**src/rtl/scarv_cop_vtx_tracer.sv**
```systemverilog
// -----------------------------------------------------------------------------
// scarv_cop_vtx_tracer
//
// Passive tracer for the CPU <-> COP instruction interface. It watches the
// request and response handshakes. For every retired COP instruction it emits
// one trace record, marked by a single-cycle vtx_valid pulse. The record
// carries the encoding, the rs1 value, the response fields, and COP register
// file snapshots taken before and after the instruction.
//
// Optional feature (compile-time macro SCARV_COP_VTX_TIMEOUT_EN):
//   When defined, a WAIT_RSP cycle counter forces an ABORT record after
//   TIMEOUT cycles with no response. When undefined, no counter exists and
//   the tracer waits for the response indefinitely.
//
// Ports:
//   g_clk, g_resetn                  clock, async active-low reset
//   cpu_insn_req_valid/_ack          observed request handshake
//   cpu_insn_enc, cpu_rs1            request fields (sampled on handshake)
//   cop_insn_rsp_valid/_ack          observed response handshake
//   cop_insn_rsp, cop_wdata,
//   cop_waddr, cop_wen               response fields (sampled on handshake)
//   cop_cprs                         live COP register file, reg i at [32i+:32]
//   vtx_*                            trace record outputs, valid on vtx_valid
//   trc_err                          sticky protocol-violation flag
// -----------------------------------------------------------------------------
module scarv_cop_vtx_tracer #(
  parameter int unsigned TIMEOUT = 1024
) (
  input  logic         g_clk,
  input  logic         g_resetn,
  input  logic         cpu_insn_req_valid,
  input  logic         cpu_insn_req_ack,
  input  logic [31:0]  cpu_insn_enc,
  input  logic [31:0]  cpu_rs1,
  input  logic         cop_insn_rsp_valid,
  input  logic         cop_insn_rsp_ack,
  input  logic [2:0]   cop_insn_rsp,
  input  logic [31:0]  cop_wdata,
  input  logic [4:0]   cop_waddr,
  input  logic         cop_wen,
  input  logic [511:0] cop_cprs,
  output logic         vtx_valid,
  output logic         vtx_reset,
  output logic [31:0]  vtx_instr_enc,
  output logic [31:0]  vtx_instr_rs1,
  output logic [2:0]   vtx_instr_result,
  output logic [31:0]  vtx_instr_wdata,
  output logic [4:0]   vtx_instr_waddr,
  output logic         vtx_instr_wen,
  output logic [511:0] vtx_cprs_pre,
  output logic [511:0] vtx_cprs_post,
  output logic         trc_err
);

  localparam logic [1:0] S_IDLE = 2'd0;
  localparam logic [1:0] S_WAIT = 2'd1;
  localparam logic [1:0] S_EMIT = 2'd2;

  localparam logic [2:0] INSN_ABORT = 3'b001;

  if (TIMEOUT < 1) begin : g_timeout_chk
    $error("scarv_cop_vtx_tracer: TIMEOUT must be at least 1");
  end

  logic req_hs;
  logic rsp_hs;
  assign req_hs = cpu_insn_req_valid && cpu_insn_req_ack;
  assign rsp_hs = cop_insn_rsp_valid && cop_insn_rsp_ack;

  // In-flight instruction latches
  logic [1:0]   state_q,  state_d;
  logic [31:0]  enc_q,    enc_d;
  logic [31:0]  rs1_q,    rs1_d;
  logic [511:0] pre_q,    pre_d;
  logic [2:0]   rsp_q,    rsp_d;
  logic [31:0]  wdata_q,  wdata_d;
  logic [4:0]   waddr_q,  waddr_d;
  logic         wen_q,    wen_d;

  // Record outputs and flags
  logic         vvalid_q, vvalid_d;
  logic         vreset_q;
  logic         err_q,    err_d;
  logic [31:0]  o_enc_q,   o_enc_d;
  logic [31:0]  o_rs1_q,   o_rs1_d;
  logic [2:0]   o_rsp_q,   o_rsp_d;
  logic [31:0]  o_wdata_q, o_wdata_d;
  logic [4:0]   o_waddr_q, o_waddr_d;
  logic         o_wen_q,   o_wen_d;
  logic [511:0] o_pre_q,   o_pre_d;
  logic [511:0] o_post_q,  o_post_d;

`ifdef SCARV_COP_VTX_TIMEOUT_EN
  localparam int unsigned TMO_W = (TIMEOUT > 1) ? $clog2(TIMEOUT) : 1;
  localparam logic [TMO_W-1:0] TMO_LAST = TMO_W'(TIMEOUT - 1);
  logic [TMO_W-1:0] tmo_q, tmo_d;
`endif

  // NOTE: every signal assigned here gets a default first, so no path leaves
  // one unassigned and no latch is inferred.
  always_comb begin
    state_d   = state_q;
    enc_d     = enc_q;
    rs1_d     = rs1_q;
    pre_d     = pre_q;
    rsp_d     = rsp_q;
    wdata_d   = wdata_q;
    waddr_d   = waddr_q;
    wen_d     = wen_q;
    err_d     = err_q;
    vvalid_d  = 1'b0;
    o_enc_d   = o_enc_q;
    o_rs1_d   = o_rs1_q;
    o_rsp_d   = o_rsp_q;
    o_wdata_d = o_wdata_q;
    o_waddr_d = o_waddr_q;
    o_wen_d   = o_wen_q;
    o_pre_d   = o_pre_q;
    o_post_d  = o_post_q;
`ifdef SCARV_COP_VTX_TIMEOUT_EN
    tmo_d     = tmo_q;
`endif

    case (state_q)
      // EMIT publishes the record. It then accepts a new request exactly as
      // IDLE does, so back-to-back instructions lose no cycle.
      S_IDLE, S_EMIT: begin
        if (state_q == S_EMIT) begin
          vvalid_d  = 1'b1;
          o_enc_d   = enc_q;
          o_rs1_d   = rs1_q;
          o_rsp_d   = rsp_q;
          o_wdata_d = wdata_q;
          o_waddr_d = waddr_q;
          o_wen_d   = wen_q;
          o_pre_d   = pre_q;
          o_post_d  = cop_cprs;
        end
        state_d = S_IDLE;
        if (req_hs) begin
          enc_d   = cpu_insn_enc;
          rs1_d   = cpu_rs1;
          pre_d   = cop_cprs;
          state_d = S_WAIT;
`ifdef SCARV_COP_VTX_TIMEOUT_EN
          tmo_d   = '0;
`endif
          // A zero-latency COP answers in the same cycle it is asked.
          if (rsp_hs) begin
            rsp_d   = cop_insn_rsp;
            wdata_d = cop_wdata;
            waddr_d = cop_waddr;
            wen_d   = cop_wen;
            state_d = S_EMIT;
          end
        end else if (rsp_hs) begin
          // A response with no outstanding request is a protocol violation.
          err_d = 1'b1;
        end
      end

      S_WAIT: begin
        // A second request while one is outstanding is flagged and dropped.
        if (req_hs) begin
          err_d = 1'b1;
        end
        if (rsp_hs) begin
          rsp_d   = cop_insn_rsp;
          wdata_d = cop_wdata;
          waddr_d = cop_waddr;
          wen_d   = cop_wen;
          state_d = S_EMIT;
        end
`ifdef SCARV_COP_VTX_TIMEOUT_EN
        else if (tmo_q == TMO_LAST) begin
          rsp_d   = INSN_ABORT;
          wdata_d = '0;
          waddr_d = '0;
          wen_d   = 1'b0;
          err_d   = 1'b1;
          state_d = S_EMIT;
        end else begin
          tmo_d = tmo_q + 1'b1;
        end
`endif
      end

      default: state_d = S_IDLE;
    endcase
  end

  // NOTE: the wide snapshot registers are ordinary flops, not memories, so
  // they are reset along with everything else. This way no stale record can
  // leak out after reset.
  always_ff @(posedge g_clk or negedge g_resetn) begin
    if (!g_resetn) begin
      state_q   <= S_IDLE;
      enc_q     <= '0;
      rs1_q     <= '0;
      pre_q     <= '0;
      rsp_q     <= '0;
      wdata_q   <= '0;
      waddr_q   <= '0;
      wen_q     <= 1'b0;
      err_q     <= 1'b0;
      vvalid_q  <= 1'b0;
      vreset_q  <= 1'b1;
      o_enc_q   <= '0;
      o_rs1_q   <= '0;
      o_rsp_q   <= '0;
      o_wdata_q <= '0;
      o_waddr_q <= '0;
      o_wen_q   <= 1'b0;
      o_pre_q   <= '0;
      o_post_q  <= '0;
`ifdef SCARV_COP_VTX_TIMEOUT_EN
      tmo_q     <= '0;
`endif
    end else begin
      // NOTE: non-blocking assignments let every flop sample the pre-edge
      // values. EMIT relies on this: it publishes the old latches in the
      // same edge that it overwrites them with a new request.
      state_q   <= state_d;
      enc_q     <= enc_d;
      rs1_q     <= rs1_d;
      pre_q     <= pre_d;
      rsp_q     <= rsp_d;
      wdata_q   <= wdata_d;
      waddr_q   <= waddr_d;
      wen_q     <= wen_d;
      err_q     <= err_d;
      vvalid_q  <= vvalid_d;
      // vtx_reset holds 1 through the first edge after release, then drops.
      vreset_q  <= 1'b0;
      o_enc_q   <= o_enc_d;
      o_rs1_q   <= o_rs1_d;
      o_rsp_q   <= o_rsp_d;
      o_wdata_q <= o_wdata_d;
      o_waddr_q <= o_waddr_d;
      o_wen_q   <= o_wen_d;
      o_pre_q   <= o_pre_d;
      o_post_q  <= o_post_d;
`ifdef SCARV_COP_VTX_TIMEOUT_EN
      tmo_q     <= tmo_d;
`endif
    end
  end

  assign vtx_valid        = vvalid_q;
  assign vtx_reset        = vreset_q;
  assign vtx_instr_enc    = o_enc_q;
  assign vtx_instr_rs1    = o_rs1_q;
  assign vtx_instr_result = o_rsp_q;
  assign vtx_instr_wdata  = o_wdata_q;
  assign vtx_instr_waddr  = o_waddr_q;
  assign vtx_instr_wen    = o_wen_q;
  assign vtx_cprs_pre     = o_pre_q;
  assign vtx_cprs_post    = o_post_q;
  assign trc_err          = err_q;

endmodule

```
**config.mk**
```make
export PLATFORM = sky130hd
export DESIGN_NAME = scarv_cop_vtx_tracer
export DESIGN_NICKNAME = d
export VERILOG_FILES = /design/src/rtl/scarv_cop_vtx_tracer.sv
export SDC_FILE = /design/constraint.sdc
export NUM_CORES = 2
export LEC_CHECK = 0
export ABC_AREA = 1
export CORE_AREA = 2 2 677 679
export CTS_CLUSTER_DIAMETER = 100
export DETAILED_ROUTE_END_ITERATION = 6
export DIE_AREA = 0 0 679 681
export PLACE_DENSITY_LB_ADDON = 0.05
export SYNTH_ARGS = -nofsm -noshare
export SYNTH_HDL_FRONTEND = slang
export SYNTH_SLANG_ARGS = --single-unit
```
**constraint.sdc**
```tcl
create_clock -name g_clk -period 1.3 [get_ports g_clk]
set_input_delay 0.39 -clock g_clk [delete_from_list [all_inputs] [get_ports g_clk]]
set_output_delay 0.39 -clock g_clk [all_outputs]
set_load 0.005 [all_outputs]
```
==> reports/metrics.csv <==
stage,metric,value,unit
clock_tree,Worst-Skew Late Latency,0.93,ns
die,row cnt,248,
clock_tree,TritonCTS Buffers,237,
sta,Final WS setup,-0.6939,ns
clock_tree,# H-tree levels,4,
sta,final setup vio count,2862,
clock_tree,"CTS clk-pin slew, worst paths",0.06,ns
die,die footprint,0.4624,sq mm
routing,vias per std cell,3.555,
place,dpl hpwl,290800,um
grt,largest net degree at the start of global routing,86,
synth,post-synthesis register bit count,1751,
cells_and_area,layout cells sized above 1,0.2400,
synth,largest family of logic cells by synthesized area,simple AND/OR/NAND/NOR gates,
power_and_ir_drop,Max VDD drop,0.001100,V
grt,GRT overflow,0,
synth,sequential cell area fraction in the yosys report,0.6758,
synth,number of distinct library cells after synthesis,18,
synth,Cells after Synth,6828,
place,PortBufs,1754,
synth,yosys warns,0,
worst_setup_path,CP Capture Type,primary output,
synth,syn nets,7451,
cells_and_area,"most common cell after layout, fill and taps aside",nand2_1,
sta,fmax,501.5,MHz
worst_setup_path,CP Buf/Inv Count,1,
synth,"Avg Cell Area, Syn",9.497,sq um
worst_setup_path,critical path arrival,1.60,ns
die,IO Pins,1755,
clock_tree,CTS tree,done,
grt,All-Layer GR Usage,0.1534,
sta,final worst path period share,1.534,
outcome,status,"complete, but fails checks",
die,core area,0.4549,sq mm
routing,Post-route DRC,0,
flow_run,max-cap violation count,0,
routing,Wirelength per Cell,23.24,um
clock_tree,CTS Sinks,1751,
place,GP Congestion,0.7970,
routing,Vias,55860,
worst_setup_path,Crit path largest cell delay,0.50,ns
die,die width,679,um
worst_setup_path,Setup CP Type,register to primary output,
sta,RSZ-0062 raised after global routing,true,
worst_setup_path,worst path required time,0.91,ns
cells_and_area,Area growth syn-to-layout,64.41,%
cells_and_area,"commonest cells after routing, fill and taps aside","2902 x nand2_1, 1726 x dfrtp_1, 1088 x o21ai_0",
grt,vias in the first global route,57910,
outcome,failing checks,setup timing,
worst_setup_path,Startpoint Class,register,
synth,area of the mapped netlist,0.06484,sq mm
die,initial core utilization,0.1425,
worst_hold_path,Hold WC Path Type,input pin to register,
clock_tree,CTS root buffer,clkbuf_16,
worst_setup_path,Top delay family on crit path,flip-flops,
power_and_ir_drop,Lkg Pwr,53.17,nW
worst_setup_path,Worst path slowest cell,dfrtp_2,
cells_and_area,final core occ,0.2344,
sta,fin. max-slew vios,0,
clock_tree,Max Root-Sink Buffers,4,
routing,Routed Antenna Nets,0,
synth,xor and xnor fraction of the mapped netlist area,0,
worst_setup_path,crit path cell chain,buf_6,
worst_setup_path,crit-path max FO,2,
sta,final hold violation count,0,
grt,initial antenna violation count,133,
routing,DRT Pass-1 Iters,5,
sta,worst hold slack,0.09296,ns
synth,Compound-Gate Fraction of Synth Area,0.08899,
grt,first-pass GRT wire length,498200,um
cells_and_area,Layout Nets,10130,
synth,Synth Area in Adders,0,
synth,post-synthesis mux area share,0,
die,die height,681,um
synth,Synth Area in Simple Gates,0.1723,
routing,post-detailed-routing wire length,365200,um
sta,fin crit period,1.994,ns
sta,final clock skew,0.07393,ns
routing,initial DRC count,3158,
power_and_ir_drop,Pwr Density,2123,mW/mm^2
## power by group
group	switching, mW	total [mW]	leakage, nW	internal, mW
combinational	35.0	74.2	27.5	39.2
sequential	13.4	86.2	21.9	72.9
clock	27.4	65.9	3.78	38.5
total	75.8	226	53.2	151
## sequential cells by signal (all words and copies together) (netlist names)
signal / cells
wdata_q: 32
vtx_instr_wdata: 32
vtx_valid: 1
vtx_instr_rs1: 32
rsp_q: 3
vtx_cprs_post: 512
vtx_instr_result: 3
rs1_q: 32
waddr_q: 5
trc_err: 1
state_q: 2
enc_q: 32
vtx_reset: 1
vtx_instr_waddr: 5
wen_q: 1
pre_q: 512
vtx_instr_wen: 1
vtx_instr_enc: 32
vtx_cprs_pre: 512
## Yosys cell counts, drive strengths merged
cell,n,area share
a21oi,1,0.000077
buf,298,0.024
clkbuf,95,0.0055
conb,1,0.000058
dfrtp,1750,0.68
dfstp,1,0.00041
inv,583,0.034
nand2,2904,0.17
nand3,1,0.000077
nand4,41,0.0040
nor2,1,0.000097
o21ai,1152,0.089
## cell families after synthesis
family,Yosys count
AND/OR/NAND/NOR,2947
flip-flops,1751
buffers and inverters,976
AO/OA/AOI/OAI,1153
other,1
## through the flow
step	area, sq um	std cells	power [mW]	TNS [ns]	setup WS [ns]
finish	106600	15710	226.4	-1035.07	-0.6939
global route	106600	15710	240.8	-1354.12	-0.8037
CTS	105300	15520	229.3	-1310.05	-0.8704
detailed placement	94490	14630	158.7	-897.04	-1.072
global placement	94490	14630	158.8	-884.52	-1.075
floorplan	65020	6828	99.11	-9.793	-0.02492
## final timing paths
| path | start | to | slack [ns] | cells after the start |
|---|---|---|---|---|
| worst min-delay path | cop_cprs[216] | pre_q[216] | 0.09 | 3 |
| max in group asynchronous | g_resetn | pre_q[389] | 0.34 | 5 |
| min in group asynchronous | g_resetn | rs1_q[25] | 0.20 | 3 |
| worst max-delay path | vtx_cprs_pre[65] | vtx_cprs_pre[65] | -0.69 | 1 |
| worst max register to register | state_q[0] | vtx_cprs_pre[306] | -0.46 | 7 |
| worst min register to register | pre_q[38] | vtx_cprs_pre[38] | 0.44 | 2 |
## what timing repair did
| item | 4_1_cts | 5_1_grt |
|---|---|---|
| gates resized for setup | 4273 | 264 |
| buffers inserted | 184 | 174 |
| endpoints found under the hold margin | 2077 | 0 |
| setup endpoints to repair | 2871 | 2874 |
| pin swaps | 0 | 0 |
| hold buffers | 279 | 0 |
## routing by layer
metal	GRT usage	part of all wire	vias to the layer above
met4	0.03318	0.027	40
met3	0.05018	0.075	525
li1	-	-	26600
met1	0.1742	0.39	27150
met5	0	0.00072	-
met2	0.2777	0.51	1541
## cell type report
| class | count | area [sq um] |
|---|---|---|
| inverter | 583 | 2203 |
| tap | 6000 | 7507 |
| antenna | 21 | 52.55 |
| sequential | 1751 | 43850 |
| clock buffer | 364 | 7061 |
| timing repair buffer | 2833 | 28350 |
| multi-input combinational | 4101 | 16970 |
| clock inverter | 61 | 614.3 |
| fill | 49490 | 348300 |
Power figures use the tool's default switching activity.
